===== src/rtl/fifo_pkg.sv =====
// Shared widths and status bundle for the single-clock FIFO.
// Consumers may pack the FIFO flags into fifo_status_t.
package fifo_pkg;

  function automatic int ptr_w(input int depth);
    return $clog2(depth) + 1;
  endfunction

  function automatic int cnt_w(input int depth);
    return $clog2(depth) + 1;
  endfunction

  typedef struct packed {
    logic full;
    logic empty;
    logic almost_full;
    logic almost_empty;
    logic overflow;
    logic underflow;
  } fifo_status_t;

endpackage


===== src/rtl/fifo_mem.sv =====
// FIFO storage: one synchronous write port, one asynchronous read port.
// Contents are deliberately left unreset.
module fifo_mem #(
  parameter int DATA_WIDTH = 8,
  parameter int DEPTH      = 8,
  parameter int AW         = $clog2(DEPTH)
) (
  input  logic                  clk,
  input  logic                  we,
  input  logic [AW-1:0]         waddr,
  input  logic [DATA_WIDTH-1:0] wdata,
  input  logic [AW-1:0]         raddr,
  output logic [DATA_WIDTH-1:0] rdata
);

  logic [DATA_WIDTH-1:0] mem_q [DEPTH];

  always_ff @(posedge clk) begin
    if (we) begin
      mem_q[waddr] <= wdata;
    end
  end

  assign rdata = mem_q[raddr];

endmodule


===== src/rtl/sync_fifo_ctrl.sv =====
// Single-clock FIFO controller: pointers, count, thresholds, sticky flags.
// Define SYNC_FIFO_FWFT_EN for first-word-fall-through output.
module sync_fifo_ctrl
  import fifo_pkg::*;
#(
  parameter int DATA_WIDTH = 8,
  parameter int DEPTH      = 8,
  parameter int AF_LEVEL   = DEPTH - 2,
  parameter int AE_LEVEL   = 2
) (
  input  logic                      clk,
  input  logic                      rst,
  input  logic                      w_en,
  input  logic [DATA_WIDTH-1:0]     data_in,
  input  logic                      r_en,
  output logic [DATA_WIDTH-1:0]     data_out,
  output logic                      rd_valid,
  output logic                      full,
  output logic                      empty,
  output logic                      almost_full,
  output logic                      almost_empty,
  output logic [cnt_w(DEPTH)-1:0]   count,
  output logic                      overflow,
  output logic                      underflow
);

  localparam int AW = $clog2(DEPTH);
  localparam int PW = ptr_w(DEPTH);
  localparam int CW = cnt_w(DEPTH);
  localparam logic [CW-1:0] AF_L = CW'(AF_LEVEL);
  localparam logic [CW-1:0] AE_L = CW'(AE_LEVEL);

  generate
    if ((DEPTH < 2) || ((DEPTH & (DEPTH - 1)) != 0) ||
        (AE_LEVEL >= AF_LEVEL) || (AF_LEVEL > DEPTH)) begin : g_bad_cfg
      $error("sync_fifo_ctrl: illegal DEPTH or threshold levels");
    end
  endgenerate

  logic [PW-1:0]         w_ptr_q, w_ptr_d;
  logic [PW-1:0]         r_ptr_q, r_ptr_d;
  logic [CW-1:0]         count_q, count_d;
  logic                  ovf_q, ovf_d;
  logic                  unf_q, unf_d;
  logic                  wr_acc, rd_acc;
  logic [DATA_WIDTH-1:0] mem_rdata;
  fifo_status_t          st;

  always_comb begin
    st              = '0;
    st.empty        = (w_ptr_q == r_ptr_q);
    st.full         = (w_ptr_q[AW-1:0] == r_ptr_q[AW-1:0]) &&
                      (w_ptr_q[AW] != r_ptr_q[AW]);
    st.almost_full  = (count_q >= AF_L);
    st.almost_empty = (count_q <= AE_L);
    st.overflow     = ovf_q;
    st.underflow    = unf_q;
  end

  assign wr_acc = w_en && !st.full;
  assign rd_acc = r_en && !st.empty;

  always_comb begin
    w_ptr_d = w_ptr_q;
    r_ptr_d = r_ptr_q;
    count_d = count_q;
    if (wr_acc) w_ptr_d = w_ptr_q + PW'(1);
    if (rd_acc) r_ptr_d = r_ptr_q + PW'(1);
    unique case ({wr_acc, rd_acc})
      2'b10:   count_d = count_q + CW'(1);
      2'b01:   count_d = count_q - CW'(1);
      default: count_d = count_q;
    endcase
    ovf_d = ovf_q || (w_en && st.full);
    unf_d = unf_q || (r_en && st.empty);
  end

  always_ff @(posedge clk) begin
    if (rst) begin
      w_ptr_q <= '0;
      r_ptr_q <= '0;
      count_q <= '0;
      ovf_q   <= 1'b0;
      unf_q   <= 1'b0;
    end else begin
      w_ptr_q <= w_ptr_d;
      r_ptr_q <= r_ptr_d;
      count_q <= count_d;
      ovf_q   <= ovf_d;
      unf_q   <= unf_d;
    end
  end

  fifo_mem #(
    .DATA_WIDTH (DATA_WIDTH),
    .DEPTH      (DEPTH),
    .AW         (AW)
  ) u_mem (
    .clk   (clk),
    .we    (wr_acc),
    .waddr (w_ptr_q[AW-1:0]),
    .wdata (data_in),
    .raddr (r_ptr_q[AW-1:0]),
    .rdata (mem_rdata)
  );

`ifdef SYNC_FIFO_FWFT_EN
  assign data_out = mem_rdata;
  assign rd_valid = !st.empty;
`else
  logic [DATA_WIDTH-1:0] dout_q, dout_d;
  logic                  rd_valid_q, rd_valid_d;

  always_comb begin
    dout_d     = rd_acc ? mem_rdata : dout_q;
    rd_valid_d = rd_acc;
  end

  always_ff @(posedge clk) begin
    if (rst) begin
      dout_q     <= '0;
      rd_valid_q <= 1'b0;
    end else begin
      dout_q     <= dout_d;
      rd_valid_q <= rd_valid_d;
    end
  end

  assign data_out = dout_q;
  assign rd_valid = rd_valid_q;
`endif

  assign full         = st.full;
  assign empty        = st.empty;
  assign almost_full  = st.almost_full;
  assign almost_empty = st.almost_empty;
  assign overflow     = st.overflow;
  assign underflow    = st.underflow;
  assign count        = count_q;

endmodule


===== config.mk =====
export PLATFORM = sky130hd
export DESIGN_NAME = sync_fifo_ctrl
export DESIGN_NICKNAME = d
export VERILOG_FILES = /design/src/rtl/fifo_pkg.sv /design/src/rtl/fifo_mem.sv /design/src/rtl/sync_fifo_ctrl.sv
export SDC_FILE = /design/constraint.sdc
export NUM_CORES = 1
export LEC_CHECK = 0
export CORE_ASPECT_RATIO = 1.75
export CORE_UTILIZATION = 30
export CTS_BUF_LIST = sky130_fd_sc_hd__clkbuf_2 sky130_fd_sc_hd__clkbuf_4 sky130_fd_sc_hd__clkbuf_8
export DETAILED_ROUTE_END_ITERATION = 12
export GPL_ROUTABILITY_DRIVEN = 0
export GPL_TIMING_DRIVEN = 1
export PLACE_DENSITY_LB_ADDON = 0.12
export SLEW_MARGIN = 40
export SYNTH_ARGS = -nofsm -noshare
export SYNTH_HDL_FRONTEND = slang
export SYNTH_SLANG_ARGS = --single-unit

===== constraint.sdc =====
create_clock -name clk -period 4.89 [get_ports clk]
set_input_delay 0.978 -clock clk [delete_from_list [all_inputs] [get_ports clk]]
set_output_delay 0.978 -clock clk [all_outputs]
set_load 0.005 [all_outputs]

==> flow_summary_export.csv <==
group,metric,value,unit
route,wl,6.941,mm
clocking,cts_htree_levels,3,
synth,synth_top_area_cell,"edfxtp_1",
route,vias_per_cell,4.759,
timing,tightest_slew,655.4,ps
synth,synth_seq_area_share,0.6669,
die,die_height,146.4,um
clocking,ctsResizeCount,0,
setup_path,critPathMaxFanout,21,
timing,fin_skew,8.683,ps
global_routing,grt_use_total,0.1258,
synth,synthTopCellsByArea,"edfxtp_1 (54%), dfxtp_1 (13%), mux4_2 (5.7%)",
die,dieArea,0.01236,mm^2
synth,synthCells,219,
power,switching_power,440.4,uW
timing,period_minus_slack,3082,ps
route,wl_per_cell,17.62,um
timing,finalSetupViolCount,0,
route,post-route-drc-count,5,
die,start_util,0.3084,
clocking,cts_hold_buf,0,
clocking,cts.sinks,87,
job,cap_violations,0,
power,p_int,1.285,mW
synth,syn_area_per_cell,16.31,um^2
timing,finalCritPeriodShare,0.6302,
die,core_area,0.01158,mm^2
power,power_frac_clock,0.317,
timing,max_slew_margin,0.5626,
place,dp_slack,1447,ps
clocking,cts_buffers,9,
die,num_rows,52,
timing,drv_slew,0,
final_layout,area_growth,18.98,%
power,power_density,405.9,mW/mm^2
final_layout,drive_gt1_frac,0.1699,
setup_path,arrival,3360,ps
timing,fin_ws,1808,ps
synth,async_flop_share,0,
status,status,"finished with violations",
global_routing,grt_max_degree,26,
route,dr.first_iter.drc_count,133,
synth,synth_flop_cell,"edfxtp_1",
global_routing,grt_first_pass_wirelength,11.28,mm
timing,fmax,324.5,MHz
clocking,post-cts-setup-buffer-count,0,
synth,synth-edff-count,64,
place,port_buffers,30,
die,die_x,84.49,um
route,ant_nets,0,
setup_path,worstSetupPathType,"input pin to register",
synth,syn_nets,237,
synth,yosysTopAreaCellShare,0.5380,
worst_hold_path,min-delay-start,"overflow$_SDFF_PP0_",
place,placed_cell_area,0.004033,mm^2
power,p_comb_frac,0.178,
final_layout,utilization,0.3670,
setup_path,r2r_cells,9,
place,dpl.hpwl,4.804,mm
synth,synth_cell_types,39,
timing,rsz0062_at_grt,"false",
final_layout,nets,272,
global_routing,antenna_found_initial,0,
clocking,clk_latency,360,ps
power,switching_share,0.2553,
status,violations,"DRC",
worst_hold_path,hold_path_class,"register to register",
final_layout,final_cell_area,0.004250,mm^2
final_layout,diodes,0,
timing,hold_violations,0,
final_layout,finalNonFillerCells,394,
clocking,tritoncts,"built",
timing,whs,480.2,ps
synth,ys_warn_count,0,
setup_path,r2r-start,"w_ptr_q[1]$_SDFFE_PP0P_",
worst_hold_path,min_path_cells,2,
setup_path,critPathLaunch,"r_en",
place,place_inst,378,
route,dr.pass1.iters,11,
setup_path,start_kind,"input pin",
clocking,cts_root_buf,"clkbuf_8",
power,power,1.725,mW
clocking,clock_path_buffers,2,
synth,synth_seq_cells,87,
clocking,clk_pin_slew,90,ps
setup_path,end_kind,"register",
power,p_seq_frac,0.505,
die,io_pins,31,
power,leakage,1.397,nW
power,max-vdd-ir-drop,108.1,uV
global_routing,overflow,0,
synth,syn_area,0.003572,mm^2
route,dr_total_vias,1875,
global_routing,grt_pass1_vias,2016,
timing,finalSetupTns,0,ps
setup_path,cp.required,5170,ps
final cells by class:
class,count,area (um^2)
well taps,135,168.9
clock inverters,7,93.84
multi-input cells,114,1119
clock buffers,9,123.9
repair buffers,36,340.3
flip-flops and latches,87,2382
fillers,1092,7331
inverters,6,22.52
path summary, 6_finish.rpt:
kind / to / slack, ps
min reg2reg: overflow$_SDFF_PP0_ / 480
max: count[3]$_SDFFE_PP0P_ / 1810
max reg2reg: count[3]$_SDFFE_PP0P_ / 1820
min: overflow$_SDFF_PP0_ / 480
cells in the mapped netlist (2+ instances only):
master / n
buf_2: 3
nor4_1: 2
o41ai_4: 2
mux4_1: 7
inv_1: 5
nand3_1: 2
edfxtp_1: 64
xnor2_1: 2
nand2_1: 3
nor2_1: 26
mux2i_1: 9
nand2b_1: 4
clkbuf_1: 5
dfxtp_1: 23
nor3_1: 2
xor2_1: 5
ha_1: 5
a21oi_1: 11
a211oi_1: 9
or3_1: 2
o21ai_0: 2
mux4_2: 9
cell families (layout without fill, tap and decap cells):
kind of cell               Yosys count  in the layout  share of synthesized area
xor gates and xnor gates             9              9                    0.02942
adders and majority gates            6              6                    0.02312
muxes                               26             26                     0.1377
and+or+nand+nor                     46             46                    0.06025
AOI/OAI and AO/OA                   27             27                    0.05919
DFF                                 87             87                     0.6669
buffers and inverters               18             58                    0.02346
cell usage in the layout, fill, tap and decap left out, types with 4 or more instances in the layout:
master	n
edfxtp_1	64
clkdlybuf4s50_1	29
dfxtp_1	23
nor2_1	21
a21oi_1	11
a211oi_1	9
mux4_2	9
mux2i_1	9
clkbuf_8	9
mux4_1	7
buf_4	6
xor2_1	5
inv_1	5
nor2_2	5
ha_1	5
nand2b_1	4
power by group through the flow:
stage | logic [mW] | clock network [mW] | registers [mW]
6_report | 0.307 | 0.547 | 0.871
5_1_grt | 0.342 | 0.594 | 0.879
4_1_cts | 0.316 | 0.564 | 0.874
3_5_place_dp | 0.315 | 0 | 0.891
3_3_place_gp | 0.311 | 0 | 0.890
2_1_floorplan | 0.186 | 0 | 0.883
state kept, by name (all words and copies together), names as in the netlist:
name / flops
u_mem.mem_q: 64
data_out: 8
count: 4
r_ptr_q: 4
w_ptr_q: 4
overflow: 1
rd_valid: 1
underflow: 1
routing by layer:
layer | track usage | wire (um)
met5 | 0 | 0
met4 | 0.05339 | 129
met3 | 0.02883 | 212
met2 | 0.2317 | 3894
met1 | 0.1359 | 2705
critical path, cell delays in order:
cell	delay, ps
clkdlybuf4s50_1	530
o41ai_4	120
inv_2	280
ha_1	260
ha_1	280
a21oi_1	180
a21oi_1	100
or4_1	460
a21oi_1	170
No activity file was read; power rests on OpenSTA's default activity.
